<file path="src/rtl/frame_scan_ctrl.sv">
// frame_scan_ctrl: walks one LCD frame in raster order. It steps the external
// X/Y address counters through x_enable/y_enable and keeps matching shadow
// positions, so the counters always finish a frame (or an abort) at (0,0).
module frame_scan_ctrl #(
    parameter logic [8:0] X_MAX = 9'd239,
    parameter logic [8:0] Y_MAX = 9'd319
) (
    input  logic       clock,
    input  logic       reset,
    input  logic       frame_start,
    input  logic       abort,
    input  logic       pixel_ready,
    output logic       pixel_valid,
    output logic       x_enable,
    output logic       y_enable,
    output logic [8:0] x_pos,
    output logic [8:0] y_pos,
    output logic       busy,
    output logic       frame_done
);

    typedef enum logic [1:0] {
        IDLE   = 2'd0,
        SCAN   = 2'd1,
        REWIND = 2'd2,
        DONE   = 2'd3
    } state_t;

    state_t state, state_nxt;
    logic   step;
    logic   x_last;
    logic   at_end;

    assign x_last = (x_pos == X_MAX);
    assign at_end = x_last && (y_pos == Y_MAX);

    // The enables are combinational, so the external counters and the shadow
    // positions move on the same edge.
    assign x_enable = step;
    assign y_enable = step & x_last;
    assign busy     = (state != IDLE);

    // State register
    always_ff @(posedge clock or posedge reset) begin
        if (reset) state <= IDLE;
        else       state <= state_nxt;
    end

    // Next state, handshake and step generation
    always_comb begin
        state_nxt   = state;
        pixel_valid = 1'b0;
        step        = 1'b0;
        frame_done  = 1'b0;
        case (state)
            IDLE: begin
                if (frame_start) state_nxt = SCAN;
            end
            SCAN: begin
                pixel_valid = 1'b1;
                step        = pixel_ready;
                // A transfer of the last pixel completes the frame, even if
                // abort arrives in the same cycle.
                if (pixel_ready && at_end) state_nxt = DONE;
                else if (abort)            state_nxt = REWIND;
            end
            REWIND: begin
                // Free-run the counters forward until they wrap to (0,0).
                step = 1'b1;
                if (at_end) state_nxt = IDLE;
            end
            DONE: begin
                frame_done = 1'b1;
                state_nxt  = IDLE;
            end
            default: state_nxt = IDLE;
        endcase
    end

    // Shadow positions, wrapping like the external counters (>= MAX -> 0)
    always_ff @(posedge clock or posedge reset) begin
        if (reset) begin
            x_pos <= '0;
            y_pos <= '0;
        end else if (step) begin
            if (x_pos >= X_MAX) begin
                x_pos <= '0;
                if (y_pos >= Y_MAX) y_pos <= '0;
                else                y_pos <= y_pos + 9'd1;
            end else begin
                x_pos <= x_pos + 9'd1;
            end
        end
    end

endmodule

</file>
<file path="config.mk">
export PLATFORM = sky130hd
export DESIGN_NAME = frame_scan_ctrl
export DESIGN_NICKNAME = d
export VERILOG_FILES = /design/src/rtl/frame_scan_ctrl.sv
export SDC_FILE = /design/constraint.sdc
export NUM_CORES = 1
export LEC_CHECK = 0
export CAP_MARGIN = 20
export CORE_MARGIN = 2
export CORE_UTILIZATION = 30
export CTS_BUF_LIST = sky130_fd_sc_hd__clkbuf_8
export DETAILED_ROUTE_END_ITERATION = 6
export SYNTH_ARGS = -nofsm -noshare
export SYNTH_HDL_FRONTEND = slang
export SYNTH_SLANG_ARGS = --single-unit
</file>
<file path="constraint.sdc">
create_clock -name clock -period 2.1 [get_ports clock]
set_input_delay 0.42 -clock clock [delete_from_list [all_inputs] [get_ports clock]]
set_output_delay 0.42 -clock clock [all_outputs]
set_load 0.005 [all_outputs]
</file>
After elaboration in Yosys (flattened, before gate mapping)
Index checks and enable logic that the tools add are counted.
- bitwise operators: 1
- $mul: 0
- equality and inequality tests: 8
- add/subtract/negate cells: 2
- order comparisons: 2
- muxes and demuxes: 10
- reductions and logical operators: 6
- shifts and indexed selects: 0
- divide/modulo/power cells: 0
- operator list (cell ; number):
    9-bit by 1-bit adder with 9-bit output, second input constant ; 2
    9-bit two-way mux ; 2
    9-bit by 8-bit equality test with 1-bit output, second input constant ; 1
    9-bit equality test, second input constant ; 1
    9-bit by 8-bit >= comparator with 1-bit output, second input constant ; 1
    9-bit >= comparator, second input constant ; 1
    2-bit two-way mux ; 4
    2-bit one-hot mux with 4 select lines ; 1
    2-bit equality test, second input constant ; 2
    2-bit != test, second input constant ; 2
    3-bit != test, second input constant ; 1
    3-bit AND reduction ; 1
    2-bit by 1-bit equality test with 1-bit output, second input constant ; 1
    1-bit logical AND ; 2
    2-bit logical NOT ; 1
    1-bit two-way mux ; 2
    1-bit one-hot mux with 2 select lines ; 1
    2-bit AND reduction ; 1
    2-bit nonzero test ; 1
    1-bit bitwise AND ; 1
- latch bits: 0
- register bits after elaboration: 20
- RAM bits: 0
- memories kept: 0
- input port bits: 5
- bits in read-only memories: 0

Depth between registers and ports, before layout
Gate-level depths: netlist of the first run.
- depth after elaboration: 5
- depth in mapped cells: 8

Worst setup path after synthesis of the first run
Ideal clock, no wire load.
- path kind: flip-flop to flip-flop
- start point: reg state[1]
- end point: reg y_pos[5]
- path buffers: 1
- data arrival time: 1.790 ns
- period minus slack after synthesis: 1.911 ns
- stages on the path, launching flop included: 9
- slack: 0.189 ns
- cell sequence: dfrtp_1 -> inv_1 -> ha_1 -> a21oi_2 -> nor3_1 -> and2_1 -> clkbuf_1 -> o21ai_0 -> a22o_1
- longest elaborated chain between the ends: 3
- elaborated cells on any way between the ends: 4
- those cells by class: eq/ne (2); mux (1); reduce/logical (1)
- ends and longest elaborated chain (element ; RTL line ; text):
    start, declared ; 29 ; state_t state, state_nxt;
    start signal, assigned ; 46 ; else state <= state_nxt;
    2-bit equality test or 2-bit by 1-bit equality test with 1-bit output (tied branches) ; 55 ; case (state)
    1-bit one-hot mux with 2 select lines (*) ; 55 ;
    2-bit AND reduction (no line) (*) ; - ;
    end signal, assigned ; 89 ; else y_pos <= y_pos + 9'd1;
    end, declared ; 17 ; output logic [8:0] y_pos,
Mark *: on every way between the ends. The rest lies on a longest branch, timed or not.
A chain may end at the register's enable or synchronous reset.

Worst setup path in the final report of the first run
- start point: reg state[1]
- end point: out pixel_valid
- longest elaborated chain between the ends: 2
- ends and longest elaborated chain (element ; RTL line ; text):
    2-bit by 1-bit equality test with 1-bit output ; 55 ;
    1-bit two-way mux ; 55 ;
    end, declared ; 13 ; output logic pixel_valid,
Every way passes these cells.

==> results of run 1 <==
## layer usage
metal  GRT usage  vias to the layer above
li1            -                      591
met5           0                        -
met2       0.261                       15
met3      0.0169                        4
met1       0.197                      554
met4      0.0969                        0
## sequential cells by signal, summed over array words and instances, names as in the netlist
register,count
state,2
x_pos,9
y_pos,9
## metrics by stage
step	worst slack [ns]	area (um^2)	setup TNS [ns]	instances
after CTS	-0.0113	1710	-0.0113	232
final	0.0741	1740	0	232
after global placement	-0.251	1660	-0.812	229
after global routing	0.00246	1740	0	232
after detailed placement	-0.245	1660	-0.924	229
after floorplan	0.189	1180	0	136
## final cells by class
class | instances | area [um^2] | share of cell area
clock buffers | 3 | 41.3 | 0.0237
repair buffers | 48 | 425 | 0.244
well taps | 48 | 60.1 | 0.0345
inverters | 8 | 30.0 | 0.0173
flip-flops and latches | 20 | 500 | 0.288
multi-input cells | 105 | 683 | 0.393
## critical path, stage by stage, from the launching register on
cell	delay, ns
dfrtp_1	0.38
inv_1	0.10
ha_2	0.23
buf_4	0.15
clkdlybuf4s50_1	0.49
## Yosys cell counts
master,number,area share
o21bai_1,1,0.0064
clkbuf_1,2,0.0064
o22ai_1,1,0.0053
a21oi_1,7,0.030
or2_2,1,0.0053
or3_1,1,0.0053
nand2_1,15,0.048
and3_1,2,0.011
o41ai_1,1,0.0074
a31oi_1,3,0.016
or4_1,3,0.019
nor2b_1,2,0.011
buf_2,1,0.0042
and2_1,2,0.011
nor4_1,3,0.016
xor2_1,1,0.0074
nor3b_1,1,0.0064
nand3_1,10,0.042
a211oi_2,1,0.011
nor4b_1,1,0.0074
nor3_1,5,0.021
or4_4,1,0.0095
o31ai_1,1,0.0064
a21oi_2,1,0.0074
xnor2_1,3,0.022
nand2_2,1,0.0053
inv_1,8,0.025
nor2_1,12,0.038
a22o_1,3,0.022
o21ai_0,11,0.047
a221o_1,1,0.0085
ha_1,6,0.064
nand4_1,2,0.011
dfrtp_1,20,0.42
a21o_1,1,0.0064
mux2i_1,1,0.0085
## power breakdown
group          switching, mW  internal [mW]  leakage, nW
Clock                  0.127          0.128       0.0216
Combinational          0.396          0.430        0.481
Sequential            0.0533          0.445        0.255
## kinds of logic after synthesis
logic type,count (synthesis),synth area share
and+or+nand+nor,62,0.266
AOI/OAI and AO/OA,32,0.173
DFF,20,0.424
buffers and inverters,11,0.0360
adders and majority gates,6,0.0636
xor gates and xnor gates,4,0.0297
muxes,1,0.00847
## worst paths after layout
check / startpoint / endpoint / slack, ns
worst max-delay path: state[1] / pixel_valid / 0.07
worst min register to register: x_pos[7] / x_pos[7] / 0.57
worst min-delay path: reset / x_pos[6] / 0.48
min in group clock: x_pos[7] / x_pos[7] / 0.57
max in group asynchronous: reset / y_pos[7] / 1.41
worst max register to register: state[0] / y_pos[3] / 0.15
## timing repair
action | 4_1_cts | 5_1_grt
gates resized for setup | 7 | 10
pin swaps | 2 | 1
hold buffers | 0 | 0
setup buffers | 0 | 0
endpoints found under the setup margin | 2 | 6
==> impl_metrics.toml, run 1 <==
[worst_setup_path]
cp_max_fo = 6
crit_path_end_kind = "output port"
cp.arrival_ns = 1.61
crit_type = "reg2out"
crit_required_ns = 1.68
r2r_cells = 8
critPathLaunchType = "flop"

[sta]
finalHoldWorstSlack_ns = 0.476
rsz0062_at_grt = "false"
finalCriticalPeriod_ns = 2.03
finalCritPeriodShare = 0.965
max_slew_margin = 0.742
hold_violations = 0
setup_violations = 0
finClkSkew_ns = 0.00719
slew_viol_final = 0
worst_slew_pin_slew_ns = 0.383
fmax_mhz = 494

[pwr]
power_mw = 1.58
p_leak_nw = 0.757
cellPowerDensity_nw_per_um2 = 908
irDropWorstVdd_v = 0.000269

[drt]
wl_met1_um = 1370
vias_per_cell = 5.02
drc_errors = 0
wire_per_inst_um = 12.9
wl_met3_um = 56
top_layer = "met4"
drtIter0Drc = 28
route.met2.wl_um = 1510
vias = 1164
wl_um = 2990
antenna_left = 0
drt_pass1_iterations = 4

[status]
status = "completed"

[die]
die_h_um = 66.7
initial_core_util = 0.318
coreArea_um2 = 3720
dieArea_um2 = 4450
die_w_um = 66.7
rows = 22
ios = 28

[cts]
clk_path_buf_depth = 2
cts_tree = "yes"
clk_pin_slew_ns = 0.08
cts_root_buf = "clkbuf_8"
cts.sinks = 20
clk_latency_ns = 0.26
cts_buffers = 3
htree_levels = 1

[cells_and_area]
layout_commonest_cell = "clkdlybuf4s50_1"
n_fill_cell = 371
area_delta_synth_final_pct = 47.4
fin_util = 0.468
n_antenna_cell = 0
drive_above_1_share = 0.212
fin_nets = 197
final_cell_mix = "clkdlybuf4s50_1 (25), buf_4 (20), dfrtp_1 (20)"

[synthesis]
syn-instance-count = 136
ys_ff_latch = 20
syn_area_um2 = 1180
ys_warn_count = 0
yosysUniqueCellTypes = 36
yosysSeqAreaShare = 0.424
syn_area_per_cell_um2 = 8.68
syn_nets = 147

[global_route]
grt_pass1_vias = 1209
grt_max_degree = 21
track_usage = 0.158
grt_pass1_wl_um = 5320
antenna_found_initial = 0
grt_overflow = 0

[min_path]
min_path_type = "in2async"

[placed_design]
place_congestion = 0.804
portBuffers = 27
hpwl_um = 2330

[flow_run]
cap_violations = 0
No activity file was read; power rests on OpenSTA's default activity.
==> run 2, diff against run 1 <==
--- a/config.mk
+++ b/config.mk
@@ -6,10 +6,11 @@
 export NUM_CORES = 1
 export LEC_CHECK = 0
 export CAP_MARGIN = 20
-export CORE_MARGIN = 2
+export CORE_MARGIN = 3
 export CORE_UTILIZATION = 30
 export CTS_BUF_LIST = sky130_fd_sc_hd__clkbuf_8
 export DETAILED_ROUTE_END_ITERATION = 6
+export SKIP_CTS_REPAIR_TIMING = 1
 export SYNTH_ARGS = -nofsm -noshare
 export SYNTH_HDL_FRONTEND = slang
 export SYNTH_SLANG_ARGS = --single-unit
==> impl_metrics.toml, run 2 (synthesis gave the netlist of run 1 again) <==
[worst_setup_path]
crit_required_ns = 1.68
cp_num_buf_inv = 3
cp_max_fo = 6
crit_path_end_kind = "output port"
slowest_stage = "clkdlybuf4s50_1"
cp_cell_sequence = "inv_1, ha_2, buf_4, clkdlybuf4s50_1"
critical-path-top-delay-family = "buffers and inverters"
crit_type = "reg2out"
slowest_delay_ns = 0.50
cp.arrival_ns = 1.59
critPathLaunchType = "flop"

[placed_design]
place_ws_ns = -0.275
portBuffers = 27
hpwl_um = 2400
place_congestion = 0.812
dp_cells = 226
placed_cell_area_um2 = 1630

[status]
status = "completed"

[sta]
worst_slew_pin_slew_ns = 0.395
max_slew_margin = 0.733
worst_slack_ns = 0.0939
fmax_mhz = 498
hold_violations = 0
finClkSkew_ns = 0.00454
setup_violations = 0
slew_viol_final = 0
tns_ns = 0
finalHoldWorstSlack_ns = 0.473
finalCritPeriodShare = 0.955
finalCriticalPeriod_ns = 2.01

[die]
die_h_um = 68.7
dieArea_um2 = 4730
rows = 22
ios = 28
coreArea_um2 = 3720
initial_core_util = 0.318
die_w_um = 68.7

[pwr]
irDropWorstVdd_v = 0.000299
cellPowerDensity_nw_per_um2 = 908
power_mw = 1.55
p_leak_nw = 0.770

[cts]
clk_pin_slew_ns = 0.08
cts_buffers = 3
clk_path_buf_depth = 2
cts_root_buf = "clkbuf_8"
cts_tree = "yes"
htree_levels = 1
cts.sinks = 20
clk_latency_ns = 0.26

[cells_and_area]
design_area_um2 = 1700
fin_util = 0.459
reg.largest.list = "x_pos (9), y_pos (9), state (2)"
drive_above_1_share = 0.165
layout_commonest_cell = "clkdlybuf4s50_1"
stdcell_count = 230
final_cell_mix = "clkdlybuf4s50_1 (25), dfrtp_1 (20), buf_4 (18)"
n_antenna_cell = 0
n_fill_cell = 392
fin_nets = 194
area_delta_synth_final_pct = 44.3

[flow_run]
cap_violations = 0

[drt]
drc_errors = 0
drt_pass1_iterations = 4
vias_per_cell = 5.11
wire_per_inst_um = 13.2
vias = 1176
wl_um = 3030
antenna_left = 0
drtIter0Drc = 15

[min_path]
min_path_type = "in2async"

[global_route]
grt_pass1_vias = 1161
grt_max_degree = 21
antenna_found_initial = 0
grt_pass1_wl_um = 5150
grt_overflow = 0
track_usage = 0.141
run 2: cell count changes in the layout (fill, tap and decap cells not counted), moves of 2 or more:
cell / delta
dlymetal6s2s_1: +2
buf_4: -2
nand2_2: -2
nand2_1: +2
run 2: cell type report:
type                    count  area, um^2  area share
well taps                  48        60.1      0.0352
multi-input cells         105         648       0.380
inverters                   8        30.0      0.0176
flip-flops and latches     20         500       0.294
repair buffers             45         410       0.241
clock buffers               4        55.1      0.0323
run 2: report_power, final:
group / total [mW] / internal [mW] / switching [mW]
clock: 0.299 / 0.167 / 0.132
sequential: 0.495 / 0.445 / 0.0494
combinational: 0.754 / 0.399 / 0.355
total: 1.55 / 1.01 / 0.537
run 2: final timing paths:
check	startpoint	end	slack, ns	cells after the start
min in group clock	x_pos[7]	x_pos[7]	0.56	2
max in group asynchronous	reset	state[1]	1.41	3
worst max-delay path	state[1]	pixel_valid	0.09	4
worst min-delay path	reset	x_pos[1]	0.47	3
worst min register to register	x_pos[7]	x_pos[7]	0.56	2
worst max register to register	state[1]	y_pos[7]	0.12	8
run 2: metal layers:
layer,global-route usage,up-vias,part of all wire
li1,-,585,-
met1,0.171,563,0.45
met2,0.255,24,0.50
met3,0.0194,4,0.030
met4,0.0438,0,0.016
met5,0,-,0
run 2: worst reg2reg max path: cells and delay by family, from the launching register on:
| family | cells | cell delay [ns] |
|---|---|---|
| AOI/OAI and AO/OA | 1 | 0.11 |
| adders and majority gates | 1 | 0.27 |
| buffers and inverters | 3 | 0.29 |
| DFF | 1 | 0.35 |
| and+or+nand+nor | 3 | 0.87 |
==> run 3, diff against run 2 <==
--- a/config.mk
+++ b/config.mk
@@ -10,6 +10,7 @@
 export CORE_UTILIZATION = 30
 export CTS_BUF_LIST = sky130_fd_sc_hd__clkbuf_8
 export DETAILED_ROUTE_END_ITERATION = 6
+export PLACE_DENSITY = 0.62
 export SKIP_CTS_REPAIR_TIMING = 1
 export SYNTH_ARGS = -nofsm -noshare
 export SYNTH_HDL_FRONTEND = slang
==> impl_metrics.toml, run 3 (synthesis gave the netlist of run 1 again) <==
[drt]
wire_per_inst_um = 12.8
drc_errors = 0
drt_pass1_iterations = 4
vias = 1162
wl_um = 3010
antenna_left = 0
vias_per_cell = 4.94
drtIter0Drc = 34

[sta]
finalHoldWorstSlack_ns = 0.490
worst_slew_pin_slew_ns = 0.452
slew_viol_final = 0
fmax_mhz = 487
finClkSkew_ns = 0.00429
finalCriticalPeriod_ns = 2.05
finalCritPeriodShare = 0.978
hold_violations = 0
setup_violations = 0
max_slew_margin = 0.696

[global_route]
grt_max_degree = 21
grt_pass1_wl_um = 4960
antenna_found_initial = 0
grt_pass1_vias = 1120
grt_overflow = 0
track_usage = 0.138

[cts]
clk_latency_ns = 0.25
htree_levels = 1
cts_buffers = 3
clk_path_buf_depth = 2
cts.sinks = 20
cts_tree = "yes"
cts_root_buf = "clkbuf_8"
clk_pin_slew_ns = 0.08

[die]
rows = 22
ios = 28
initial_core_util = 0.318
die_h_um = 68.7
die_w_um = 68.7
coreArea_um2 = 3720
dieArea_um2 = 4730

[cells_and_area]
reg.largest.list = "x_pos (9), y_pos (9), state (2)"
n_antenna_cell = 0
stdcell_count = 235
fin_nets = 199
design_area_um2 = 1760
area_delta_synth_final_pct = 48.6
final_cell_mix = "clkdlybuf4s50_1 (25), buf_4 (22), dfrtp_1 (20)"
drive_above_1_share = 0.209
layout_commonest_cell = "clkdlybuf4s50_1"
fin_util = 0.472

[worst_setup_path]
endpoint = "y_enable"
crit_required_ns = 1.68
r2r-start = "state[0]"
cp_num_buf_inv = 3
cp_cell_sequence = "clkdlybuf4s50_1, a21oi_2, nor2_2, buf_4, nand2_1, nor3_2, clkbuf_2"
crit_path_end_kind = "output port"
cp.arrival_ns = 1.63
rrSetupSlack_ns = 0.08
slowest_stage = "clkdlybuf4s50_1"
cp_max_fo = 2
critPathLaunchType = "input port"
worst-path-stages = 7
crit_type = "in2out"
critical-path-top-delay-family = "buffers and inverters"
r2r_cells = 9
r2r-end = "y_pos[3]"
cp-startpoint = "pixel_ready"
slowest_delay_ns = 0.51

[pwr]
p_seq_frac = 0.304
p_leak_nw = 0.778
clkPwrFrac = 0.180
irDropWorstVdd_v = 0.000293
intPower_mw = 1.07
netSwitchingPower_uw = 569
sw_frac_of_total = 0.348
cellPowerDensity_nw_per_um2 = 931
pwr-share-comb = 0.516

[placed_design]
place_congestion = 0.803
dp_cells = 228
portBuffers = 27
hpwl_um = 2240
placed_cell_area_um2 = 1650

[status]
status = "completed"

[min_path]
min_path_type = "in2async"

[flow_run]
cap_violations = 0
## run 3: cell types whose count changed in the layout (fill, tap and decap cells not counted), sizes merged
cell          change
buf               +5
clkbuf            +1
dlymetal6s2s      -1
## run 3: layout make-up
cell class | count | area, um^2
well taps | 48 | 60.1
fillers | 367 | 1960
inverters | 8 | 30.0
multi-input cells | 105 | 666
clock buffers | 4 | 55.1
flip-flops and latches | 20 | 500
repair buffers | 50 | 444
## run 3: how the worst min path moves through the flow
stage / endpoint / cells past startpoint / from
finish: state[0] / 3 / reset
global route: state[0] / 3 / reset
detailed placement: y_pos[2] / 1 / y_pos[2]
global placement: x_pos[7] / 2 / x_pos[7]
floorplan: state[0] / 1 / reset
CTS: x_pos[7] / 3 / reset
## run 3: per-stage QoR
stage	setup slack (ns)	TNS (ns)	total power [mW]
final	0.0455	0	1.63
after floorplan	0.189	0	0.844
after detailed placement	-0.251	-1.17	1.26
after global placement	-0.240	-0.892	1.24
after global routing	-0.0660	-0.163	1.76
after CTS	-0.271	-0.419	1.56
## run 3: per-layer routing
metal,part of all wire,global-route usage,vias to the layer above
met5,0,0,-
li1,-,-,593
met1,0.47,0.183,554
met3,0.028,0.0276,2
met2,0.50,0.219,13
met4,0.0090,0.0535,0
## run 3: tightest hold or removal path, delay by kind of cell
family,cells,cell delay [ns]
buf+inv,3,0.71
## run 3: power by group through the flow
stage               combinational, mW  clock, mW  sequential (mW)
floorplan                       0.327          0            0.517
global placement                0.741          0            0.499
detailed placement              0.762          0            0.503
CTS                             0.765      0.301            0.495
global route                    0.944      0.313            0.508
finish                          0.844      0.294            0.497
